==> src/rtl/sayac_mem_arbiter.sv <==
// Two-master round-robin arbiter for the single SAYAC memory port, with an access watchdog.
// Latency: strobe registered one edge after the request is seen; mi_ready one cycle after mem_ready.
// Backpressure: masters hold requests until mi_ready; requests are ignored outside IDLE.
module sayac_mem_arbiter #(
  parameter int ADDR_W  = 16,
  parameter int DATA_W  = 16,
  parameter int TIMEOUT = 255
) (
  input  logic              clk,
  input  logic              rst,
  input  logic              m0_read,
  input  logic              m0_write,
  input  logic [ADDR_W-1:0] m0_addr,
  input  logic [DATA_W-1:0] m0_wdata,
  output logic [DATA_W-1:0] m0_rdata,
  output logic              m0_ready,
  input  logic              m1_read,
  input  logic              m1_write,
  input  logic [ADDR_W-1:0] m1_addr,
  input  logic [DATA_W-1:0] m1_wdata,
  output logic [DATA_W-1:0] m1_rdata,
  output logic              m1_ready,
  output logic              mem_read,
  output logic              mem_write,
  output logic [ADDR_W-1:0] mem_addr,
  output logic [DATA_W-1:0] mem_wdata,
  input  logic [DATA_W-1:0] mem_rdata,
  input  logic              mem_ready,
  output logic [1:0]        grant,
  output logic              timeout_err
);

  // Watchdog holds the number of cycles spent in ACCESS, including the current one.
  localparam int CNT_W = (TIMEOUT < 1) ? 1 : $clog2(TIMEOUT + 1);
  localparam logic [CNT_W-1:0] TO_VAL = CNT_W'(TIMEOUT);

  typedef enum logic [1:0] {
    IDLE   = 2'd0,
    ACCESS = 2'd1,
    RESP   = 2'd2
  } state_t;

  state_t state, state_nxt;

  logic              req0, req1;
  logic              win1;
  logic              ptr, ptr_nxt;  // 1: m1 wins the next contended arbitration
  logic [CNT_W-1:0]  wdog, wdog_nxt;
  logic [1:0]        grant_nxt;
  logic              mem_read_nxt, mem_write_nxt;
  logic [ADDR_W-1:0] mem_addr_nxt;
  logic [DATA_W-1:0] mem_wdata_nxt;
  logic [DATA_W-1:0] m0_rdata_nxt, m1_rdata_nxt;
  logic              m0_ready_nxt, m1_ready_nxt;
  logic              timeout_nxt;
  logic [DATA_W-1:0] rsp_data;

  assign req0 = m0_read | m0_write;
  assign req1 = m1_read | m1_write;

  // State, pointer, watchdog and every output are registered so reset clears them at once.
  always_ff @(posedge clk or negedge rst) begin
    if (!rst) begin
      state       <= IDLE;
      ptr         <= 1'b0;
      wdog        <= '0;
      grant       <= 2'b00;
      mem_read    <= 1'b0;
      mem_write   <= 1'b0;
      mem_addr    <= '0;
      mem_wdata   <= '0;
      m0_rdata    <= '0;
      m1_rdata    <= '0;
      m0_ready    <= 1'b0;
      m1_ready    <= 1'b0;
      timeout_err <= 1'b0;
    end else begin
      state       <= state_nxt;
      ptr         <= ptr_nxt;
      wdog        <= wdog_nxt;
      grant       <= grant_nxt;
      mem_read    <= mem_read_nxt;
      mem_write   <= mem_write_nxt;
      mem_addr    <= mem_addr_nxt;
      mem_wdata   <= mem_wdata_nxt;
      m0_rdata    <= m0_rdata_nxt;
      m1_rdata    <= m1_rdata_nxt;
      m0_ready    <= m0_ready_nxt;
      m1_ready    <= m1_ready_nxt;
      timeout_err <= timeout_nxt;
    end
  end

  // Arbitration, access sequencing and watchdog; register inputs computed here.
  always_comb begin
    state_nxt     = state;
    ptr_nxt       = ptr;
    wdog_nxt      = wdog;
    grant_nxt     = grant;
    mem_read_nxt  = mem_read;
    mem_write_nxt = mem_write;
    mem_addr_nxt  = mem_addr;
    mem_wdata_nxt = mem_wdata;
    m0_rdata_nxt  = m0_rdata;
    m1_rdata_nxt  = m1_rdata;
    m0_ready_nxt  = 1'b0;
    m1_ready_nxt  = 1'b0;
    timeout_nxt   = 1'b0;
    win1          = 1'b0;
    // Writes return zero data to the owner regardless of what the memory drives.
    rsp_data      = mem_read ? mem_rdata : '0;

    case (state)
      IDLE: begin
        if (req0 || req1) begin
          win1 = req1 & (~req0 | ptr);
          // Only a contended grant moves the pointer: the loser gets the next contended
          // slot, so neither master is refused twice in a row.
          if (req0 && req1) begin
            ptr_nxt = ~win1;
          end
          grant_nxt = win1 ? 2'b10 : 2'b01;
          if (win1) begin
            mem_write_nxt = m1_write;
            mem_read_nxt  = m1_read & ~m1_write;
            mem_addr_nxt  = m1_addr;
            mem_wdata_nxt = m1_wdata;
          end else begin
            mem_write_nxt = m0_write;
            mem_read_nxt  = m0_read & ~m0_write;
            mem_addr_nxt  = m0_addr;
            mem_wdata_nxt = m0_wdata;
          end
          wdog_nxt  = CNT_W'(1);
          state_nxt = ACCESS;
        end
      end

      ACCESS: begin
        // Completion is checked first so a late ack on the last watchdog cycle still wins.
        if (mem_ready) begin
          if (grant[1]) begin
            m1_rdata_nxt = rsp_data;
            m1_ready_nxt = 1'b1;
          end else begin
            m0_rdata_nxt = rsp_data;
            m0_ready_nxt = 1'b1;
          end
          mem_read_nxt  = 1'b0;
          mem_write_nxt = 1'b0;
          state_nxt     = RESP;
        end else if ((TIMEOUT != 0) && (wdog == TO_VAL)) begin
          if (grant[1]) begin
            m1_rdata_nxt = '0;
            m1_ready_nxt = 1'b1;
          end else begin
            m0_rdata_nxt = '0;
            m0_ready_nxt = 1'b1;
          end
          timeout_nxt   = 1'b1;
          mem_read_nxt  = 1'b0;
          mem_write_nxt = 1'b0;
          state_nxt     = RESP;
        end else if ((TIMEOUT != 0) && (wdog != TO_VAL)) begin
          wdog_nxt = wdog + CNT_W'(1);
        end
      end

      RESP: begin
        grant_nxt = 2'b00;
        wdog_nxt  = '0;
        state_nxt = IDLE;
      end

      default: begin
        grant_nxt     = 2'b00;
        mem_read_nxt  = 1'b0;
        mem_write_nxt = 1'b0;
        wdog_nxt      = '0;
        state_nxt     = IDLE;
      end
    endcase
  end

endmodule
==> config.mk <==
export PLATFORM = sky130hd
export DESIGN_NAME = sayac_mem_arbiter
export DESIGN_NICKNAME = d
export VERILOG_FILES = /design/src/rtl/sayac_mem_arbiter.sv
export SDC_FILE = /design/constraint.sdc
export NUM_CORES = 1
export LEC_CHECK = 0
export ABC_AREA = 1
export BUFFER_PORTS_ARGS = -buffer_cell sky130_fd_sc_hd__buf_2
export CAP_MARGIN = 10
export CORE_MARGIN = 1
export CORE_UTILIZATION = 40
export CTS_CLUSTER_DIAMETER = 150
export DETAILED_ROUTE_END_ITERATION = 8
export PLACE_DENSITY = 0.71
export SETUP_SLACK_MARGIN = 0.2
export SLEW_MARGIN = 25
export SYNTH_ARGS = -nofsm -noshare
export SYNTH_HDL_FRONTEND = slang
export SYNTH_SLANG_ARGS = --single-unit
==> constraint.sdc <==
create_clock -name clk -period 1.3 [get_ports clk]
set_input_delay 0.195 -clock clk [delete_from_list [all_inputs] [get_ports clk]]
set_output_delay 0.195 -clock clk [all_outputs]
set_load 0.01 [all_outputs]
-- After elaboration in Yosys (flattened, before gate mapping)
Index checks and enable logic that the tools add are counted.
- bits in registers: 82
- output and inout bits: 71
- add/subtract/negate cells: 1
- equality and inequality tests: 9
- multiplexer cells: 42
- bitwise gates (word level): 13
- reduce and logical (&&, ||, !) cells: 12
- operators with widths (kind ; count):
    $mux 16 ; 11
    $mux 8 ; 4
    $mux 1 ; 17
    $pmux 8 s2 ; 1
    $reduce_and 3->1 ; 4
    $mux 2 ; 5
    $add 8x1->8 const B ; 1
    $eq 8x8->1 const B ; 1
    $ne 2x2->1 const B ; 4
    $ne 8x8->1 const B ; 1
    $pmux 2 s2 ; 2
    $not 1->1 ; 7
    $pmux 1 s3 ; 2
    $reduce_and 2->1 ; 3
    $reduce_and 4->1 ; 1
    $and 1x1->1 ; 3
    $ne 3x3->1 const B ; 1
    $or 1x1->1 ; 3
    $eq 2x1->1 const B ; 1
    $eq 2x2->1 const B ; 1
    $logic_not 2->1 ; 1
    $reduce_bool 2->1 ; 1
    $logic_and 1x1->1 ; 1
    $logic_or 1x1->1 ; 1

-- Logic depth before layout (Yosys ltp)
Gate-level depths: netlist of the first run.
- depth after elaboration: 7
- depth in mapped cells: 9
- gate-level depth less buffers: 8

-- Least setup slack after synthesis of the first run
OpenSTA, ideal clock, no wires.
- kind: reg2reg
- start: register wdog[0]
- end: register m0_rdata[0]
- library setup time: 0.117 ns
- arrival time: 1.267 ns
- path slack: -0.084 ns
- stages on the path, launching flop included: 10
- buffers on the path: 1
- clock period less this slack: 1.384 ns
- cells stage by stage: dfrtp_1 > ha_1 > nand2_2 > nor2_4 > nand2_4 > nand2_8 > nand3_4 > buf_6 > nand2_1 > nand2_1
- cells in the longest elaborated chain, start to end: 3
- ends and longest elaborated chain (what ; RTL line ; text):
    from (decl) ; 48 ; logic [CNT_W-1:0] wdog, wdog_nxt;
    from (signal assigned) ; 80 ; wdog <= wdog_nxt;
    $eq 8x8->1 ; 152 ; end else if ((TIMEOUT != 0) && (wdog == TO_VAL)) begin
    $reduce_bool 2->1 (no source line) ; n/a ;
    $reduce_and 3->1 (no source line) ; n/a ;
    to (signal assigned) ; 86 ; m0_rdata <= m0_rdata_nxt;
    to (decl) ; 15 ; output logic [DATA_W-1:0] m0_rdata,
Every way passes these cells.
A chain may end at the register's enable or synchronous reset.

-- Worst setup path after layout of the first run
- start: register wdog[0]
- end: register m1_ready
- cells in the longest elaborated chain, start to end: 4
- ends and longest elaborated chain (what ; RTL line ; text):
    $eq 8x8->1 ; 152 ;
    $mux 1 ; 152 ;
    $mux 1 ; 141 ; if (mem_ready) begin
    $mux 1 ; 113 ; case (state)
    net m1_ready_nxt ; 54 ; logic m0_ready_nxt, m1_ready_nxt;
    to (signal assigned) ; 89 ; m1_ready <= m1_ready_nxt;
    to (decl) ; 22 ; output logic m1_ready,
The timed path passes the listed nets, and every way through them passes these cells.

==> results of run 1 <==
## cell usage after synthesis
cell type / number / area (um^2)
nand2_2: 1 / 6.26
a21oi_1: 5 / 25.0
buf_4: 5 / 37.5
clkbuf_1: 4 / 15.0
nand3_2: 1 / 10.0
buf_2: 5 / 25.0
nor2_2: 3 / 18.8
nand2_1: 214 / 803
inv_1: 33 / 124
nand3_4: 2 / 35.0
nor2_1: 27 / 101
nand4_1: 32 / 200
o21ai_1: 2 / 10.0
nor3_1: 1 / 5.00
dfrtp_1: 82 / 2050
buf_6: 8 / 90.1
nor2_4: 4 / 45.0
clkinv_1: 1 / 3.75
nor2_8: 1 / 20.0
nand2_4: 2 / 22.5
ha_1: 1 / 12.5
o21ai_0: 8 / 40.0
nand3_1: 40 / 200
nand2_8: 1 / 20.0
inv_2: 1 / 3.75
## cell type report
class	instances	share of cell area
sequential	82	0.304
clock buffer	9	0.0183
inverter	35	0.0194
clock inverter	7	0.0148
multi-input combinational	353	0.351
timing repair buffer	245	0.269
tap	129	0.0239
## layer usage
metal	vias to the layer above	global-route usage
met4	0	0.107
li1	2047	-
met1	2170	0.304
met5	-	0
met2	230	0.476
met3	23	0.0416
## cell families after synthesis
| family | count (synthesis) | share of synthesized area |
|---|---|---|
| AND/OR/NAND/NOR | 329 | 0.379 |
| flip-flops | 82 | 0.523 |
| buffers and inverters | 57 | 0.0762 |
| AO/OA/AOI/OAI | 15 | 0.0191 |
| adder cells (fa/ha/maj) | 1 | 0.00319 |
## through the flow
stage               setup slack (ns)  instance area [um^2]
floorplan                    -0.0793                  3930
global placement              -0.204                  5020
detailed placement            -0.270                  5020
CTS                          -0.0474                  6230
global route                  -0.198                  6760
finish                        -0.130                  6760
## what timing repair did
item	in CTS	in global routing
endpoints found under the setup margin	103	140
gates cloned	10	4
pin swaps	41	43
hold buffers	1	0
setup buffers	18	29
endpoints found under the hold margin	82	0
resized for setup	162	58
## critical path, delay by kind of cell (launching register included)
family | cells | cell delay [ns]
adders and majority gates | 1 | 0.17
DFF | 1 | 0.40
and+or+nand+nor | 5 | 0.57
buffers and inverters | 2 | 0.23
## worst paths after layout
| kind | from | endpoint | slack [ns] | cells past startpoint |
|---|---|---|---|---|
| min in group asynchronous | rst | m0_rdata[7] | 0.24 | 2 |
| max | wdog[0] | m1_ready | -0.13 | 8 |
| max reg2reg | wdog[0] | m1_ready | -0.13 | 8 |
| min reg2reg | m0_rdata[7] | m0_rdata[7] | 0.47 | 2 |
| min | m1_addr[4] | mem_addr[4] | 0.05 | 3 |
| max in group asynchronous | rst | m0_rdata[0] | 0.59 | 3 |
## sequential cells by signal, indices dropped and copies added (netlist names)
signal,cells
mem_wdata,16
ptr,1
timeout_err,1
mem_write,1
m0_ready,1
m0_rdata,16
m1_rdata,16
mem_addr,16
mem_read,1
m1_ready,1
state,2
wdog,8
grant,2
## power breakdown
part           internal [mW]  switching [mW]
Combinational           3.77            4.27
Clock                   1.10            1.00
Sequential              3.51           0.632
Total                   8.38            5.90
==> qor.csv, run 1 <==
stage,metric,value,unit
worst_setup_path,crit_path_start_kind,flip-flop,
routing,wl_per_cell,16.4,um
cells_and_area,fin_cells,860,
cells_and_area,multi_input_area,2370,um^2
power,leakage,3.96,nW
timing,worstMarginPinSlew,0.356,ns
cells_and_area,areaGrowthSynthToFinish,72.1,%
synthesis,synth_cell_types,25,
timing,finalHoldViolCount,0,
place,dp_cells,782,
grt,grt_pass1_wl,20500,um
floorplanning,top_level_ports,158,
cells_and_area,drive_above_1_share,0.560,
timing,period_minus_slack,1.43,ns
worst_setup_path,required,1.59,ns
worst_setup_path,critPathMostFrequentCell,nand2_4,
power,peakVddDrop,1.32,mV
clock_tree,worstSkewPairLatency,0.35,ns
flow_run,drv_cap,0,
routing,drc,0,
floorplanning,rows,35,
place,gp_congestion,0.809,
status,violations,setup timing,
grt,antenna_found_initial,0,
clock_tree,cts_sinks,82,
timing,maxSlewHeadroom,0.762,
timing,drv_slew,0,
grt,overflow,0,
worst_setup_path,critPathSlowestCell,dfrtp_1,
routing,met2WireLength,7640,um
routing,wl_met3,873,um
clock_tree,cts_root_buf,clkbuf_8,
cells_and_area,diodes,0,
synthesis,synthCells,484,
timing,post-route-period-util,1.10,
routing,vias_per_cell,5.20,
routing,ant_nets,0,
synthesis,syn-cell-area,3930,um^2
clock_tree,clk_path_buf_depth,2,
timing,setup_violations,65,
worst_setup_path,max_stage_delay,0.40,ns
worst_setup_path,crit_chain,"ha_4, nand2_4, nor2_4, nand2_4, nand2_8, nand3_4, buf_4, inv_1",
synthesis,synth_nets,572,
routing,wl_met1,5310,um
clock_tree,htree_levels,3,
timing,setup_tns,-3.06,ns
floorplanning,start_util,0.419,
place,hpwl,7500,um
grt,grt_pass1_vias,4262,
floorplanning,fp.dieW,101,um
routing,dr.pass1.iters,5,
routing,drt_iter0_drc,273,
cells_and_area,final_common_cell,buf_2,
clock_tree,cts_tree,done,
timing,whs,0.0539,ns
routing,highest_layer,met4,
cells_and_area,final_cell_mix,"147 x buf_2, 137 x nand2_1, 81 x dfrtp_1",
cells_and_area,fill_cells,691,
power,p_total,14.3,mW
synthesis,avgSynthCellArea,8.11,um^2
worst_setup_path,worstPathMaxFanout,8,
timing,max_freq,0.699,GHz
power,powerDensity,2110,nW/um^2
grt,grt_max_degree,34,
cells_and_area,utilization,0.721,
routing,num_vias,4470,
clock_tree,clk_pin_slew,0.09,ns
cells_and_area,final_nets,814,
clock_tree,cts-buffers-inserted,9,
floorplanning,fp.dieArea,10200,um^2
cells_and_area,seq_area,2050,um^2
worst_setup_path,cp-end-kind,flip-flop,
floorplanning,fp.dieH,101,um
timing,rsz0062_at_grt,yes,
worst_setup_path,cp.arrival,1.72,ns
worst_setup_path,worstSetupPathType,flip-flop to flip-flop,
min_path,hp-class,input port to flip-flop,
synthesis,synth_seq_cells,82,
floorplanning,core_area,9370,um^2
synthesis,yosysWarnings,0,
place,io_buffers,157,
timing,clock_skew,0.0167,ns
grt,grt_use_total,0.261,
status,status,finished with violations,
synthesis,yosysSeqAreaShare,0.523,
routing,drt-total-wl,14100,um
timing,layout_setup_ws,-0.130,ns
No activity file was read; power rests on OpenSTA's default activity.
==> run 2, diff against run 1 <==
HOLD_SLACK_MARGIN = 0.15   (was default)
PLACE_DENSITY = 0.76   (was 0.71)
==> run 2 against run 1 <==
  * The run still ends with setup timing left
  * Clock power down 10%
  * Final area up 6.2%
  * Global-route usage up 2.0 points
  * Sequential cell count unchanged
  * Sequential share of layout area down 1.8 points
  * Critical path depth down 1
  * Routed wire length up 14%
  * Final cell count up 8.3%
  * Critical endpoint is now mem_wdata[0]
  * Largest power group unchanged
==> qor.csv, run 2 (same netlist as run 1, synthesis figures left out) <==
stage,metric,value,unit,change
status,status,finished with violations,,
status,violations,setup timing,,
grt,overflow,0,,unchanged
clock_tree,htree_levels,3,,unchanged
timing,period_minus_slack,1.48,ns,+0.0502 ns
worst_setup_path,ff2ff_path_depth,7,,-1
cells_and_area,final_cell_mix,"153 x buf_2, 152 x nand2_1, 81 x dfrtp_1",,
floorplanning,rows,35,,unchanged
worst_setup_path,cp.arrival,1.77,ns,+0.05 ns
clock_tree,cts_root_buf,clkbuf_8,,
floorplanning,top_level_ports,158,,unchanged
cells_and_area,seq_area,2050,um^2,unchanged
routing,drt-total-wl,16100,um,+14%
cells_and_area,utilization,0.765,,+0.0446
place,io_buffers,157,,unchanged
min_path,hp-class,input port to flip-flop,,
routing,num_vias,4849,,+8.5%
worst_setup_path,required,1.59,ns,about the same
clock_tree,cts_tree,done,,
floorplanning,fp.dieW,101,um,unchanged
floorplanning,start_util,0.419,,unchanged
clock_tree,worstSkewPairLatency,0.36,ns,about the same
worst_setup_path,critPathSlowestCell,dfrtp_1,,
place,place_area,4970,um^2,-1.1%
timing,finalHoldViolCount,0,,unchanged
worst_setup_path,r2r_end,mem_wdata[0],,
clock_tree,cts-buffers-inserted,9,,unchanged
worst_setup_path,max_stage_delay,0.41,ns,about the same
timing,post-route-period-util,1.14,,+0.0386
routing,ant_nets,0,,unchanged
routing,drt_iter0_drc,183,,-33%
power,peakVddDrop,1.20,mV,-8.9%
place,gp_congestion,0.800,,-1.2%
worst_setup_path,r2r-start,state[1],,
routing,wl_per_cell,17.2,um,+5.4%
cells_and_area,drive_above_1_share,0.489,,-0.0707
cells_and_area,fill_cells,599,,-13%
grt,grt_use_total,0.282,,+0.0203
cells_and_area,final_nets,885,,+8.7%
worst_setup_path,worstPathMaxFanout,8,,unchanged
floorplanning,fp.dieArea,10200,um^2,unchanged
timing,drv_slew,0,,unchanged
clock_tree,clk_path_buf_depth,2,,unchanged
clock_tree,clk_pin_slew,0.09,ns,about the same
routing,vias_per_cell,5.21,,+0.21%
timing,whs,0.181,ns,+0.127 ns
timing,setup_tns,-7.49,ns,-4.43 ns
timing,rsz0062_at_grt,yes,,
timing,max_freq,0.675,GHz,-3.4%
power,powerDensity,1960,nW/um^2,-7.4%
grt,grt_pass1_vias,4552,,+6.8%
routing,dr.pass1.iters,4,,-1
timing,clock_skew,0.0119,ns,-0.00483 ns
worst_setup_path,crit_start,state[1],,
cells_and_area,multi_input_area,2220,um^2,-6.4%
worst_setup_path,crit_path_start_kind,flip-flop,,
cells_and_area,diodes,0,,unchanged
power,leakage,4.07,nW,+2.8%
floorplanning,core_area,9370,um^2,unchanged
grt,grt_max_degree,83,,+140%
min_path,hold_end,m1_rdata[10],,
grt,grt_pass1_wl,22000,um,+7.5%
place,hpwl,7400,um,-1.3%
worst_setup_path,critPathMostFrequentCell,nor2_4,,
grt,antenna_found_initial,0,,unchanged
worst_setup_path,rrSetupSlack,-0.18,ns,-0.05 ns
timing,worstMarginPinSlew,0.466,ns,+0.109 ns
timing,layout_setup_ws,-0.181,ns,-0.0502 ns
timing,maxSlewHeadroom,0.690,,-0.0727
cells_and_area,final_area,7170,um^2,+6.2%
cells_and_area,final_common_cell,buf_2,,
min_path,min_path_cells,5,,+2
flow_run,drv_cap,0,,unchanged
worst_setup_path,worstSetupPathType,flip-flop to flip-flop,,
cells_and_area,areaGrowthSynthToFinish,82.7,%,
routing,drc,0,,unchanged
clock_tree,cts_sinks,82,,unchanged
worst_setup_path,cp-end-kind,flip-flop,,
min_path,hold_start,mem_rdata[10],,
floorplanning,fp.dieH,101,um,unchanged
worst_setup_path,crit_chain,"buf_6, nor2_4, nand2_8, nor2_4, clkbuf_16, nand2_1, nand3_2",,
timing,setup_violations,77,,+18%
## run 2: changes by cell type in the layout (fill, tap and decap cells not counted), moves of 4 or more
| cell | previous run | this run |
|---|---|---|
| buf_12 | 11 | 7 |
| buf_2 | 147 | 153 |
| buf_4 | 58 | 65 |
| dlygate4sd3_1 | 1 | 66 |
| nand2_1 | 137 | 152 |
| nand2_4 | 47 | 31 |
## run 2: worst max-delay path by stage
stage,endpoint,slack (ns),cells after the start
2_1_floorplan,m0_rdata[0],-0.08,9
3_3_place_gp,mem_addr[5],-0.26,8
3_5_place_dp,mem_wdata[5],-0.37,8
4_1_cts,m0_rdata[8],-0.08,8
5_1_grt,mem_wdata[0],-0.22,7
6_report,mem_wdata[0],-0.18,7
## run 2: layout make-up
| type | instances | area share |
|---|---|---|
| Clock buffer | 11 | 0.0183 |
| Clock inverter | 5 | 0.00890 |
| Timing Repair Buffer | 317 | 0.336 |
| Sequential cell | 82 | 0.286 |
| Tap cell | 129 | 0.0225 |
| Inverter | 35 | 0.0187 |
| Multi-Input combinational cell | 352 | 0.309 |
## run 2: power by group
part | switching [mW] | internal [mW] | total (mW)
clock | 0.980 | 0.904 | 1.88
sequential | 0.661 | 3.51 | 4.17
combinational | 4.30 | 3.69 | 7.99
total | 5.94 | 8.10 | 14.0
## run 2: repair_timing
action / 4_1_cts / 5_1_grt
buffers inserted: 21 / 37
resized for setup: 83 / 102
endpoints found under the hold margin: 115 / 0
pin swaps: 31 / 29
cloned: 10 / 3
endpoints found under the setup margin: 86 / 126
hold buffers: 66 / 0
## run 2: metal layers
layer	track usage	wire, um
met1	0.332	5930
met2	0.489	8080
met3	0.0589	1350
met4	0.132	697
met5	0	0
## run 2: metrics by stage
stage	power, mW	cells	setup slack (ns)
after global routing	14.7	931	-0.217
after floorplan	6.92	484	-0.0793
after global placement	8.61	778	-0.259
final	14.0	931	-0.181
after CTS	12.1	891	-0.0768
after detailed placement	8.79	778	-0.371
## run 2: worst max-delay path, delay by kind of cell (launching register included)
kind / cells / cell delay (ns)
buffers and inverters: 2 / 0.33
DFF: 1 / 0.41
and+or+nand+nor: 5 / 0.67
==> run 3, diff against run 2 <==
BUFFER_PORTS_ARGS = -buffer_cell sky130_fd_sc_hd__buf_4   (was -buffer_cell sky130_fd_sc_hd__buf_2)
CTS_CLUSTER_DIAMETER = 80   (was 150)
==> run 3 against run 2 <==
  * The flow still finishes with violations (setup timing)
  * Critical path depth down 1
  * Via count up 8.8%
  * Sequential power up 7.2%
  * Final area up 13%
  * Global-route usage up 3.7 points
  * Sequential cell count unchanged
  * Clock power up 19%
  * Register-to-register slack about the same
  * Fmax up 0.89%
  * Clock skew up 0.0017 ns
  * Highest routed layer unchanged
==> qor.csv, run 3 (same netlist as run 1, synthesis figures left out) <==
stage,metric,value,unit,change
floorplanning,rows,35,,unchanged
min_path,min_path_cells,5,,unchanged
worst_setup_path,crit_start,state[0],,
timing,setup_violations,76,,-1.3%
floorplanning,fp.dieH,101,um,unchanged
worst_setup_path,cp-end-kind,flip-flop,,
floorplanning,fp.dieW,101,um,unchanged
cells_and_area,multi_input_area,2360,um^2,+6.6%
place,gp_congestion,0.785,,-1.8%
clock_tree,worstSkewPairLatency,0.37,ns,about the same
timing,max_freq,0.681,GHz,+0.89%
place,io_buffers,157,,unchanged
cells_and_area,areaGrowthSynthToFinish,106,%,
worst_setup_path,r2r_end,mem_wdata[4],,
worst_setup_path,crit_cells,6,,-1
timing,rsz0062_at_grt,yes,,
timing,maxSlewHeadroom,0.666,,-0.0239
grt,grt_pass1_vias,4951,,+8.8%
timing,clock_skew,0.0136,ns,+0.00171 ns
worst_setup_path,cp.arrival,1.76,ns,about the same
worst_setup_path,endpoint,mem_wdata[4],,
worst_setup_path,required,1.59,ns,about the same
routing,wl_per_cell,21.1,um,+22%
power,p_sw,7.16,mW,+20%
routing,ant_nets,0,,unchanged
floorplanning,top_level_ports,158,,unchanged
timing,drv_slew,0,,unchanged
grt,grt_pass1_wl,24600,um,+12%
cells_and_area,final_nets,895,,+1.1%
worst_setup_path,max_stage_delay,0.45,ns,+0.04 ns
timing,post-route-period-util,1.13,,-0.0100
routing,vias_per_cell,5.60,,+7.5%
timing,period_minus_slack,1.47,ns,-0.0131 ns
clock_tree,cts_sinks,82,,unchanged
routing,drt-total-wl,19800,um,+24%
flow_run,drv_cap,0,,unchanged
floorplanning,core_area,9370,um^2,unchanged
worst_setup_path,cp_num_buf_inv,1,,-1
routing,num_vias,5275,,+8.8%
timing,worstMarginPinSlew,0.500,ns,+0.0340 ns
grt,grt_max_degree,83,,unchanged
power,powerDensity,2110,nW/um^2,+7.6%
worst_setup_path,critPathSlowestCell,dfrtp_2,,
power,switching_share,0.420,,-0.00286
floorplanning,start_util,0.419,,unchanged
clock_tree,htree_levels,3,,unchanged
place,pre_cts_ws,-0.379,ns,-0.00802 ns
worst_setup_path,ff2ff_path_depth,6,,-1
clock_tree,cts_root_buf,clkbuf_8,,
clock_tree,clk_path_buf_depth,2,,unchanged
timing,layout_setup_ws,-0.168,ns,+0.0131 ns
cells_and_area,final_cell_mix,"166 x buf_4, 140 x nand2_1, 79 x dfrtp_1",,
worst_setup_path,worstPathMaxFanout,7,,-1
timing,finalHoldViolCount,0,,unchanged
place,hpwl,7810,um,+5.6%
worst_setup_path,crit_chain,"nor2_4, nand2_8, nor2_4, buf_12, nand2_4, nand3_2",,
power,comb_power_share,0.607,,+0.038
power,seq_power_share,0.262,,-0.035
grt,overflow,0,,unchanged
routing,drt_iter0_drc,280,,+53%
clock_tree,cts_tree,done,,
grt,grt_use_total,0.319,,+0.0375
routing,dr.pass1.iters,7,,+3
worst_setup_path,critical_path.top_delay_family,simple AND/OR/NAND/NOR gates,,
cells_and_area,final_common_cell,buf_4,,
power,clockPowerShare,0.131,,-0.003
power,leakage,4.47,nW,+9.6%
cells_and_area,final_area,8090,um^2,+13%
worst_setup_path,rrSetupSlack,-0.17,ns,about the same
status,violations,setup timing,,
clock_tree,clk_pin_slew,0.10,ns,about the same
cells_and_area,fill_cells,439,,-27%
min_path,hp-class,input port to flip-flop,,
power,peakVddDrop,1.33,mV,+11%
cells_and_area,drive_above_1_share,0.516,,+0.0272
worst_setup_path,crit_path_start_kind,flip-flop,,
cells_and_area,seq_area,2060,um^2,+0.12%
status,status,finished with violations,,
worst_setup_path,r2r-start,state[0],,
floorplanning,fp.dieArea,10200,um^2,unchanged
worst_setup_path,critPathMostFrequentCell,nor2_4,,
grt,antenna_found_initial,1,,+1
worst_setup_path,worstSetupPathType,flip-flop to flip-flop,,
clock_tree,cts-buffers-inserted,9,,unchanged
routing,drc,0,,unchanged
place,place_area,5360,um^2,+7.9%
power,p_int,9.88,mW,+22%
## run 3: worst min path at each step
stage,startpoint,endpoint,slack (ns)
2_1_floorplan,rst,grant[0],-0.10
3_3_place_gp,rst,m1_ready,0.26
3_5_place_dp,rst,m1_ready,0.26
4_1_cts,mem_rdata[6],m1_rdata[6],0.18
5_1_grt,mem_rdata[6],m1_rdata[6],0.18
6_report,mem_rdata[9],m0_rdata[9],0.18
## run 3: worst register-to-register path, stage by stage, from the launching register on
cell and delay, ns:
dfrtp_2 0.45, nor2_4 0.21, nand2_8 0.13, nor2_4 0.25, buf_12 0.20, nand2_4 0.06
nand3_2 0.09
## run 3: routing by layer
layer	vias up	wire (um)	global-route usage
li1	2204	-	-
met1	2531	6950	0.366
met2	430	9680	0.555
met3	110	2010	0.0756
met4	0	1190	0.159
met5	-	0	0
## run 3: timing repair
item,in CTS,in global routing
resized for setup,168,104
gates cloned,8,7
endpoints found under the hold margin,115,0
buffers inserted,23,43
pin swaps,21,58
hold buffers,66,0
setup endpoints to repair,122,149
## run 3: cell type report
class                      instances  share of cell area
clock buffer                      11              0.0187
sequential                        82               0.254
multi-input combinational        353               0.292
antenna                            1            0.000309
tap                              129              0.0200
timing repair buffer             326               0.387
inverter                          35              0.0166
clock inverter                     5              0.0105
## run 3: through the flow
step           power (mW)  hold WS, ns  utilization  std cells  TNS [ns]
2_1_floorplan        6.92       -0.101            -        484     -1.42
3_3_place_gp         9.16        0.259        0.572        778    -11.51
3_5_place_dp         9.36        0.264        0.572        778    -14.87
4_1_cts              13.7        0.179        0.773        891     -3.59
5_1_grt              17.6        0.178        0.863        942    -12.28
6_report             17.0        0.181        0.863        942     -7.93
## run 3: power groups by stage
| stage | clock network (mW) | logic [mW] | registers (mW) |
|---|---|---|---|
| 2_1_floorplan | 0 | 2.44 | 4.48 |
| 3_3_place_gp | 0 | 5.04 | 4.12 |
| 3_5_place_dp | 0 | 5.23 | 4.13 |
| 4_1_cts | 2.20 | 7.32 | 4.22 |
| 5_1_grt | 2.34 | 10.8 | 4.52 |
| 6_report | 2.23 | 10.3 | 4.47 |
